===== src/rtl/alarm_clock_pkg.sv =====
// Shared digit limits and BCD digit type for the alarm clock time-of-day path.
// Also holds the load validity check used when COUNTER_LOAD_VALIDATE_EN is defined.
package alarm_clock_pkg;

  typedef logic [3:0] bcd_digit_t;

  localparam bcd_digit_t LS_MIN_MAX = 4'd9;
  localparam bcd_digit_t MS_MIN_MAX = 4'd5;
  localparam bcd_digit_t LS_HR_MAX  = 4'd9;
  localparam bcd_digit_t HR_WRAP_MS = 4'd2;
  localparam bcd_digit_t HR_WRAP_LS = 4'd3;

  // True when the four digits form a legal 24-hour HH:MM time.
  function automatic logic time_is_valid(input bcd_digit_t ms_hr,
                                         input bcd_digit_t ls_hr,
                                         input bcd_digit_t ms_min,
                                         input bcd_digit_t ls_min);
    logic hour_ok;
    hour_ok = (ms_hr < HR_WRAP_MS) ||
              ((ms_hr == HR_WRAP_MS) && (ls_hr <= HR_WRAP_LS));
    return (ms_hr <= HR_WRAP_MS) && (ls_hr <= LS_HR_MAX) && hour_ok &&
           (ms_min <= MS_MIN_MAX) && (ls_min <= LS_MIN_MAX);
  endfunction

endpackage


===== src/rtl/bcd_digit_cnt.sv =====
// One BCD digit with synchronous reset, parallel load, increment enable and
// programmable maximum; carry is high when an increment wraps the digit.
module bcd_digit_cnt
  import alarm_clock_pkg::*;
(
  input  logic       clk,
  input  logic       reset,
  input  logic       load,
  input  bcd_digit_t load_val,
  input  logic       inc,
  input  bcd_digit_t max_val,
  output bcd_digit_t digit,
  output logic       carry
);

  // >= lets an out-of-range loaded digit wrap on its next increment.
  assign carry = inc && (digit >= max_val);

  always_ff @(posedge clk) begin
    if (reset) begin
      digit <= '0;
    end else if (load) begin
      digit <= load_val;
    end else if (inc) begin
      digit <= carry ? '0 : digit + 4'd1;
    end
  end

endmodule


===== src/rtl/clock_time_counter.sv =====
// 24-hour HH:MM BCD time-of-day counter: reset > load > one_minute count > hold.
// Optional macro COUNTER_LOAD_VALIDATE_EN rejects loads that are not a legal time.
module clock_time_counter
  import alarm_clock_pkg::*;
(
  input  logic       clk,
  input  logic       reset,
  input  logic       one_minute,
  input  logic       load_new_c,
  input  logic [3:0] new_current_time_ms_hr,
  input  logic [3:0] new_current_time_ms_min,
  input  logic [3:0] new_current_time_ls_hr,
  input  logic [3:0] new_current_time_ls_min,
  output logic [3:0] current_time_ms_hr,
  output logic [3:0] current_time_ms_min,
  output logic [3:0] current_time_ls_hr,
  output logic [3:0] current_time_ls_min
);

  logic       load_accept;
  logic       count_en;
  logic       ls_min_carry;
  logic       hour_carry;
  bcd_digit_t ms_hr_q;
  bcd_digit_t ls_hr_q;

`ifdef COUNTER_LOAD_VALIDATE_EN
  assign load_accept = load_new_c &&
                       time_is_valid(new_current_time_ms_hr, new_current_time_ls_hr,
                                     new_current_time_ms_min, new_current_time_ls_min);
`else
  assign load_accept = load_new_c;
`endif

  // Any load request, accepted or not, swallows that cycle's minute strobe.
  assign count_en = one_minute && !load_new_c;

  bcd_digit_cnt u_ls_min (
    .clk      (clk),
    .reset    (reset),
    .load     (load_accept),
    .load_val (new_current_time_ls_min),
    .inc      (count_en),
    .max_val  (LS_MIN_MAX),
    .digit    (current_time_ls_min),
    .carry    (ls_min_carry)
  );

  bcd_digit_cnt u_ms_min (
    .clk      (clk),
    .reset    (reset),
    .load     (load_accept),
    .load_val (new_current_time_ms_min),
    .inc      (ls_min_carry),
    .max_val  (MS_MIN_MAX),
    .digit    (current_time_ms_min),
    .carry    (hour_carry)
  );

  // Hour pair kept together so 23 -> 00 can wrap both digits at once.
  always_ff @(posedge clk) begin
    if (reset) begin
      ms_hr_q <= '0;
      ls_hr_q <= '0;
    end else if (load_accept) begin
      ms_hr_q <= new_current_time_ms_hr;
      ls_hr_q <= new_current_time_ls_hr;
    end else if (hour_carry) begin
      if ((ms_hr_q >= HR_WRAP_MS) && (ls_hr_q >= HR_WRAP_LS)) begin
        ms_hr_q <= '0;
        ls_hr_q <= '0;
      end else if (ls_hr_q >= LS_HR_MAX) begin
        ms_hr_q <= ms_hr_q + 4'd1;
        ls_hr_q <= '0;
      end else begin
        ls_hr_q <= ls_hr_q + 4'd1;
      end
    end
  end

  assign current_time_ms_hr = ms_hr_q;
  assign current_time_ls_hr = ls_hr_q;

endmodule


===== config.mk =====
export PLATFORM = sky130hd
export DESIGN_NAME = clock_time_counter
export DESIGN_NICKNAME = d
export VERILOG_FILES = /design/src/rtl/alarm_clock_pkg.sv /design/src/rtl/bcd_digit_cnt.sv /design/src/rtl/clock_time_counter.sv
export SDC_FILE = /design/constraint.sdc
export NUM_CORES = 1
export LEC_CHECK = 0
export ABC_AREA = 0
export CORE_AREA = 2 2 59 61
export CTS_CLUSTER_DIAMETER = 120
export DETAILED_ROUTE_END_ITERATION = 8
export DIE_AREA = 0 0 61 63
export GPL_ROUTABILITY_DRIVEN = 0
export HOLD_SLACK_MARGIN = 0.1
export PLACE_DENSITY = 0.77
export REMOVE_ABC_BUFFERS = 1
export SYNTH_ARGS = -nofsm -noshare
export SYNTH_HDL_FRONTEND = slang
export SYNTH_HIERARCHICAL = 1
export SYNTH_SLANG_ARGS = --single-unit

===== constraint.sdc =====
create_clock -name clk -period 4.7 [get_ports clk]
set_clock_uncertainty 0.15 [all_clocks]
set_input_delay 1.41 -clock clk [delete_from_list [all_inputs] [get_ports clk]]
set_output_delay 1.41 -clock clk [all_outputs]
set_load 0.05 [all_outputs]

==> results of run 1 <==
[tightest hold or removal path, stage by stage, from the launching register on]
cell and delay (ps):
dfxtp_1 340, nand3b_1 90, a21oi_1 60
[where the power goes]
group          leakage (nW)  switching (mW)  internal [mW]
sequential            0.132          0.0111          0.144
combinational         0.509          0.0736         0.0554
clock                0.0210          0.0460         0.0473
total                 0.662           0.131          0.247
[synth_stat cells (all sizes together) (3+ instances only)]
cell     n
a21oi   28
inv     17
dfxtp   16
ha      15
nand3   14
nor3b   10
clkbuf   5
nand2    4
a221oi   3
a22oi    3
or3b     3
xnor2    3
xor2     3
[layout make-up]
cell class	instances	area share, %
multi-input combinational	115	50.3
tap	46	3.42
inverter	17	3.79
timing repair buffer	36	21.3
sequential	16	19.0
clock buffer	4	2.16
[per-stage QoR]
stage | total power, mW | util (%) | setup WS, ps
global route | 0.400 | 52.0 | 243
detailed placement | 0.287 | 50.9 | 320
CTS | 0.383 | 52.0 | 621
finish | 0.378 | 52.0 | 581
global placement | 0.286 | 50.9 | 453
floorplan | 0.237 | - | 1280
[worst min-delay path by stage]
stage                                startpoint                    end  cells past startpoint
after detailed placement  current_time_ms_hr[3]  current_time_ms_hr[3]                      2
after global routing      current_time_ms_hr[3]  current_time_ms_hr[3]                      2
after global placement    current_time_ms_hr[3]  current_time_ms_hr[3]                      2
final                     current_time_ms_hr[3]  current_time_ms_hr[3]                      2
after CTS                 current_time_ms_hr[3]  current_time_ms_hr[3]                      2
after floorplan           current_time_ms_hr[3]  current_time_ms_hr[3]                      2
[kinds of logic (layout without fill, tap and decap cells)]
logic type | after synthesis | after routing | synth area share [%]
XOR/XNOR | 6 | 6 | 4.27
flip-flops | 16 | 16 | 26.0
buffers and inverters | 23 | 57 | 7.02
adder cells (fa/ha/maj) | 15 | 15 | 15.3
AND/OR/NAND/NOR | 44 | 44 | 22.9
AO/OA/AOI/OAI | 42 | 42 | 23.9
other | 2 | 8 | 0.611
[per-layer routing]
layer / wire, um / GRT usage (%)
met1: 1290 / 17.6
met2: 1290 / 27.8
met3: 135 / 3.93
met4: 43 / 6.25
met5: 0 / 0
[registers in the layout, indices dropped and copies added (netlist names)]
name	cells
u_ls_min/digit	4
current_time_ls_hr	4
u_ms_min/digit	4
current_time_ms_hr	4
==> metrics.yaml, run 1 <==
ctsHoldBuffers: 0
diodes: 0
cp_num_cells: 9
yosysTopAreaCell: "dfxtp_1"
final_common_cell: "clkdlybuf4s50_1"
end_kind: "flip-flop"
r2r_setup_slack_ps: 1470
vias_per_cell: 5.11
cp_max_fo: 10
synth_top_area_share_pct: 26.0
overflow: 0
fp.dieArea_mm2: 0.00384
grt_pass1_wl_um: 4770
fin_nets: 224
drc: 0
grt_max_degree: 37
grt_use_total_pct: 15.9
peakVddDrop_uv: 113
clk_pin_slew_ps: 100
yosysSeqAreaShare_pct: 26.0
fin_crit_sh_pct: 87.6
avgSynthCellArea_um2: 8.31
multi_input_area_um2: 846
worstSetupPathType: "in2reg"
ys_async_sr_fraction_pct: 0
maxSlewViolCount: 0
cts_root_buf: "clkbuf_4"
antenna_left: 0
worst_skew_pair.late_latency_ps: 290
clk_path_buf_depth: 2
hold_viol: 0
antenna_found_initial: 0
worstMarginPinSlew_ps: 706
routed_wl_um: 2760
maxCapViolations: 0
hp-class: "reg2reg"
tns_ps: 0
clock-sinks: 16
ys_ff_latch: 16
path_buf_inv: 3
ys_types: 34
outcome: "complete, no violations"
detail_route.first_pass.iterations: 4
htreeDepth: 1
core-area_mm2: 0.00323
synth-edff-count: 0
numCtsBuffers: 3
critPathMaxStageDelay_ps: 580
syn_area_mm2: 0.00123
n_fill_cell: 318
powerDensity_mw_per_mm2: 225
crit_family: "compound AO/OA/AOI/OAI gates"
hold_slack_ps: 375
fp.dieH_um: 63
setup_viol_count_final: 0
r2r_end: "current_time_ls_hr[3]"
final_layout_size_suffix_gt1_share_pct: 9.04
post_cts_buffers: 0
syn-instance-count: 148
place_area_mm2: 0.00165
cts_tree: "yes"
dp_hpwl_um: 2100
synth_flop_cell: "dfxtp_1"
wl_per_cell_um: 11.8
placed_cells: 230
final_cell_mix: "clkdlybuf4s50_1, a21oi_1, inv_1, dfxtp_1, ha_1"
max_freq_mhz: 243
area_growth_pct: 36.7
required_ps: 4770
num_rows: 21
crit_end: "current_time_ls_hr[3]"
io_pins: 36
maxSlewHeadroom_pct: 52.9
r2r_start: "u_ls_min/digit[0]"
period_needed_ps: 4120
initial_utilization_pct: 38.1
cp_common_cell: "a21oi_1"
num_vias: 1196
ys_warn_count: 6
postLayoutCellArea_mm2: 0.00168
crit_chain: "clkdlybuf4s50_1 -> nor2b_1 -> inv_1 -> a21oi_1 -> inv_1 -> a21oi_1 -> a21boi_0 -> nand3_1 -> a21oi_1"
arrival_ps: 4190
reg2regPathDepth: 10
cts-resized-gates: 0
finalNonFillerCells: 234
io_buffers: 35
die_x_um: 61
crit_start: "load_new_c"
startpoint_type: "primary input"
rsz0062_at_grt: "no"
cp_slowest_cell: "a21oi_1"
p_leak_nw: 0.662
first_iter_violations: 52
synth.area.top_cells: "dfxtp_1, ha_1, a21oi_1"
seq_area_um2: 320
first_global_vias: 1186
(Power assumes the default switching activity.)
==> inputs of run 2 (changes only) <==
--- a/config.mk
+++ b/config.mk
@@ -6,13 +6,13 @@
 export NUM_CORES = 1
 export LEC_CHECK = 0
 export ABC_AREA = 0
-export CORE_AREA = 2 2 59 61
+export CORE_AREA = 2 2 65 55
 export CTS_CLUSTER_DIAMETER = 120
 export DETAILED_ROUTE_END_ITERATION = 8
-export DIE_AREA = 0 0 61 63
+export DIE_AREA = 0 0 67 57
 export GPL_ROUTABILITY_DRIVEN = 0
 export HOLD_SLACK_MARGIN = 0.1
-export PLACE_DENSITY = 0.77
+export PLACE_DENSITY = 0.78
 export REMOVE_ABC_BUFFERS = 1
 export SYNTH_ARGS = -nofsm -noshare
 export SYNTH_HDL_FRONTEND = slang
==> run 2 against run 1 <==
- maximum frequency increased by 1.1%
- critical path type unchanged
- die area decreased by 0.62%
- highest routed layer unchanged
- non-clock buffer count increased by 1
==> metrics.yaml, run 2 (synthesis results as in run 1) <==
final_cell_mix: "clkdlybuf4s50_1, a21oi_1, inv_1, dfxtp_1, ha_1"
p_comb_share_pct: 31.8  # -2.4 points
grt_pass1_wl_um: 4660  # -2.5%
htreeDepth: 1  # unchanged
clkPwrFrac_pct: 30.4  # +5.7 points
crit_family: "compound AO/OA/AOI/OAI gates"
place_area_mm2: 0.00165  # +0.15%
num_rows: 19  # -9.5%
hold_start: "current_time_ms_hr[3]"
dp_hpwl_um: 2180  # +4.1%
swShare_pct: 33.3  # -1.3 points
io_buffers: 35  # unchanged
cp_max_fo: 10  # unchanged
cp_common_cell: "a21oi_1"
cts_tree: "yes"
clk_path_buf_depth: 2  # unchanged
cts_root_buf: "clkbuf_8"
outcome: "complete, no violations"
first_iter_violations: 39  # -25%
r2r_setup_slack_ps: 1440  # -30 ps
grt_use_total_pct: 15.2  # -0.62 points
ctsHoldBuffers: 0  # unchanged
worstSetupPathType: "in2reg"
worst_skew_pair.late_latency_ps: 250  # -40 ps
place_ws_ps: 476  # +156 ps
tns_ps: 0  # unchanged
reg2regPathDepth: 10  # unchanged
fp.dieArea_mm2: 0.00382  # -0.62%
diodes: 0  # unchanged
intPower_mw: 0.275  # +11%
hp-class: "reg2reg"
pwr-share-seq_pct: 37.8  # -3.3 points
numCtsBuffers: 3  # unchanged
final_layout_size_suffix_gt1_share_pct: 9.52  # +0.48 points
num_vias: 1199  # +0.25%
initial_utilization_pct: 38.0  # about the same
max_freq_mhz: 245  # +1.1%
io_pins: 36  # unchanged
hold_slack_ps: 371  # -3.69 ps
path_buf_inv: 4  # +1
arrival_ps: 4100  # -90 ps
peakVddDrop_uv: 176  # +55%
startpoint_type: "primary input"
fp.dieH_um: 57  # -9.5%
cp_slowest_cell: "a21oi_1"
setup_viol_count_final: 0  # unchanged
postLayoutCellArea_mm2: 0.00170  # +1.3%
grt_max_degree: 37  # unchanged
p_leak_nw: 0.675  # +1.9%
powerDensity_mw_per_mm2: 242  # +7.8%
worstMarginPinSlew_ps: 717  # +11.0 ps
fin_crit_sh_pct: 86.7  # -0.92 points
rsz0062_at_grt: "no"
wl_per_cell_um: 12.6  # +7.2%
cts-resized-gates: 0  # unchanged
fin_ws_ps: 624  # +43.4 ps
crit_start: "load_new_c"
maxSlewHeadroom_pct: 52.2  # -0.73 points
core-area_mm2: 0.00323  # about the same
vias_per_cell: 5.19  # +1.6%
detail_route.first_pass.iterations: 4  # unchanged
drc: 0  # unchanged
area_growth_pct: 38.5
final_common_cell: "clkdlybuf4s50_1"
clock-sinks: 16  # unchanged
maxSlewViolCount: 0  # unchanged
r2r_start: "u_ls_min/digit[0]"
critPathMaxStageDelay_ps: 590  # about the same
required_ps: 4720  # -50 ps
antenna_found_initial: 0  # unchanged
first_global_vias: 1062  # -10%
crit_chain: "clkdlybuf4s50_1 -> nor2b_1 -> buf_4 -> inv_1 -> a21oi_1 -> inv_1 -> a21oi_1 -> a21boi_0 -> nand3_1 -> a21oi_1"
routed_wl_um: 2920  # +5.8%
hold_viol: 0  # unchanged
die_x_um: 67  # +9.8%
p_switching_mw: 0.137  # +5.0%
cp_num_cells: 10  # +1
antenna_left: 0  # unchanged
overflow: 0  # unchanged
fin_nets: 225  # +0.45%
end_kind: "flip-flop"
holdPathStages: 2  # unchanged
post_cts_buffers: 0  # unchanged
clk_pin_slew_ps: 70  # -30 ps
maxCapViolations: 0  # unchanged
period_needed_ps: 4080  # -43.4 ps
-- run 2: cell types whose count changed in the layout (fill, tap and decap cells not counted), sizes merged --
cell  delta
buf      +1
-- run 2: path summary, 6_finish.rpt --
| check | end |
|---|---|
| hold / removal | current_time_ms_hr[3] |
| setup / recovery | current_time_ls_hr[2] |
| setup reg to reg | current_time_ls_hr[2] |
| hold reg to reg | current_time_ms_hr[3] |
-- run 2: power by group through the flow --
stage / Sequential, mW / Combinational [mW] / Clock [mW]
finish: 0.156 / 0.131 / 0.125
global route: 0.157 / 0.141 / 0.134
CTS: 0.156 / 0.131 / 0.128
detailed placement: 0.159 / 0.130 / 0
global placement: 0.159 / 0.129 / 0
floorplan: 0.186 / 0.0514 / 0
-- run 2: area by class of cell --
type	count	area [um^2]
clock buffers	4	55.1
fillers	328	1530
inverters	17	63.8
multi-input cells	115	846
flip-flops and latches	16	320
well taps	42	52.6
repair buffers	37	365
-- run 2: metrics by stage --
step / power [mW] / utilization, % / cells
final: 0.412 / 52.7 / 231
after global routing: 0.432 / 52.7 / 231
after CTS: 0.415 / 52.7 / 231
after detailed placement: 0.289 / 51.0 / 227
after global placement: 0.287 / 51.0 / 227
after floorplan: 0.237 / - / 148
-- run 2: worst min-delay path, cell delays in order (launching register included) --
cell	delay (ps)
dfxtp_1	330
nand3b_1	90
a21oi_1	60
-- run 2: per-layer routing --
layer / vias to the layer above / share of wire, % / wire (um) / track usage, %
li1: 611 / - / - / -
met1: 560 / 50 / 1470 / 22.0
met5: - / 0 / 0 / 0
met2: 26 / 44 / 1300 / 23.2
met4: 0 / 0.34 / 10 / 2.62
met3: 2 / 4.8 / 141 / 3.94
==> inputs of run 3 (changes only) <==
--- a/config.mk
+++ b/config.mk
@@ -6,13 +6,13 @@
 export NUM_CORES = 1
 export LEC_CHECK = 0
 export ABC_AREA = 0
-export CORE_AREA = 2 2 65 55
+export CORE_AREA = 2 2 59 61
 export CTS_CLUSTER_DIAMETER = 120
 export DETAILED_ROUTE_END_ITERATION = 8
-export DIE_AREA = 0 0 67 57
+export DIE_AREA = 0 0 61 63
 export GPL_ROUTABILITY_DRIVEN = 0
 export HOLD_SLACK_MARGIN = 0.1
-export PLACE_DENSITY = 0.78
+export PLACE_DENSITY = 0.77
 export REMOVE_ABC_BUFFERS = 1
 export SYNTH_ARGS = -nofsm -noshare
 export SYNTH_HDL_FRONTEND = slang
==> results of run 3 <==
Final layout, timing and power as in run 1 (identical DEF).
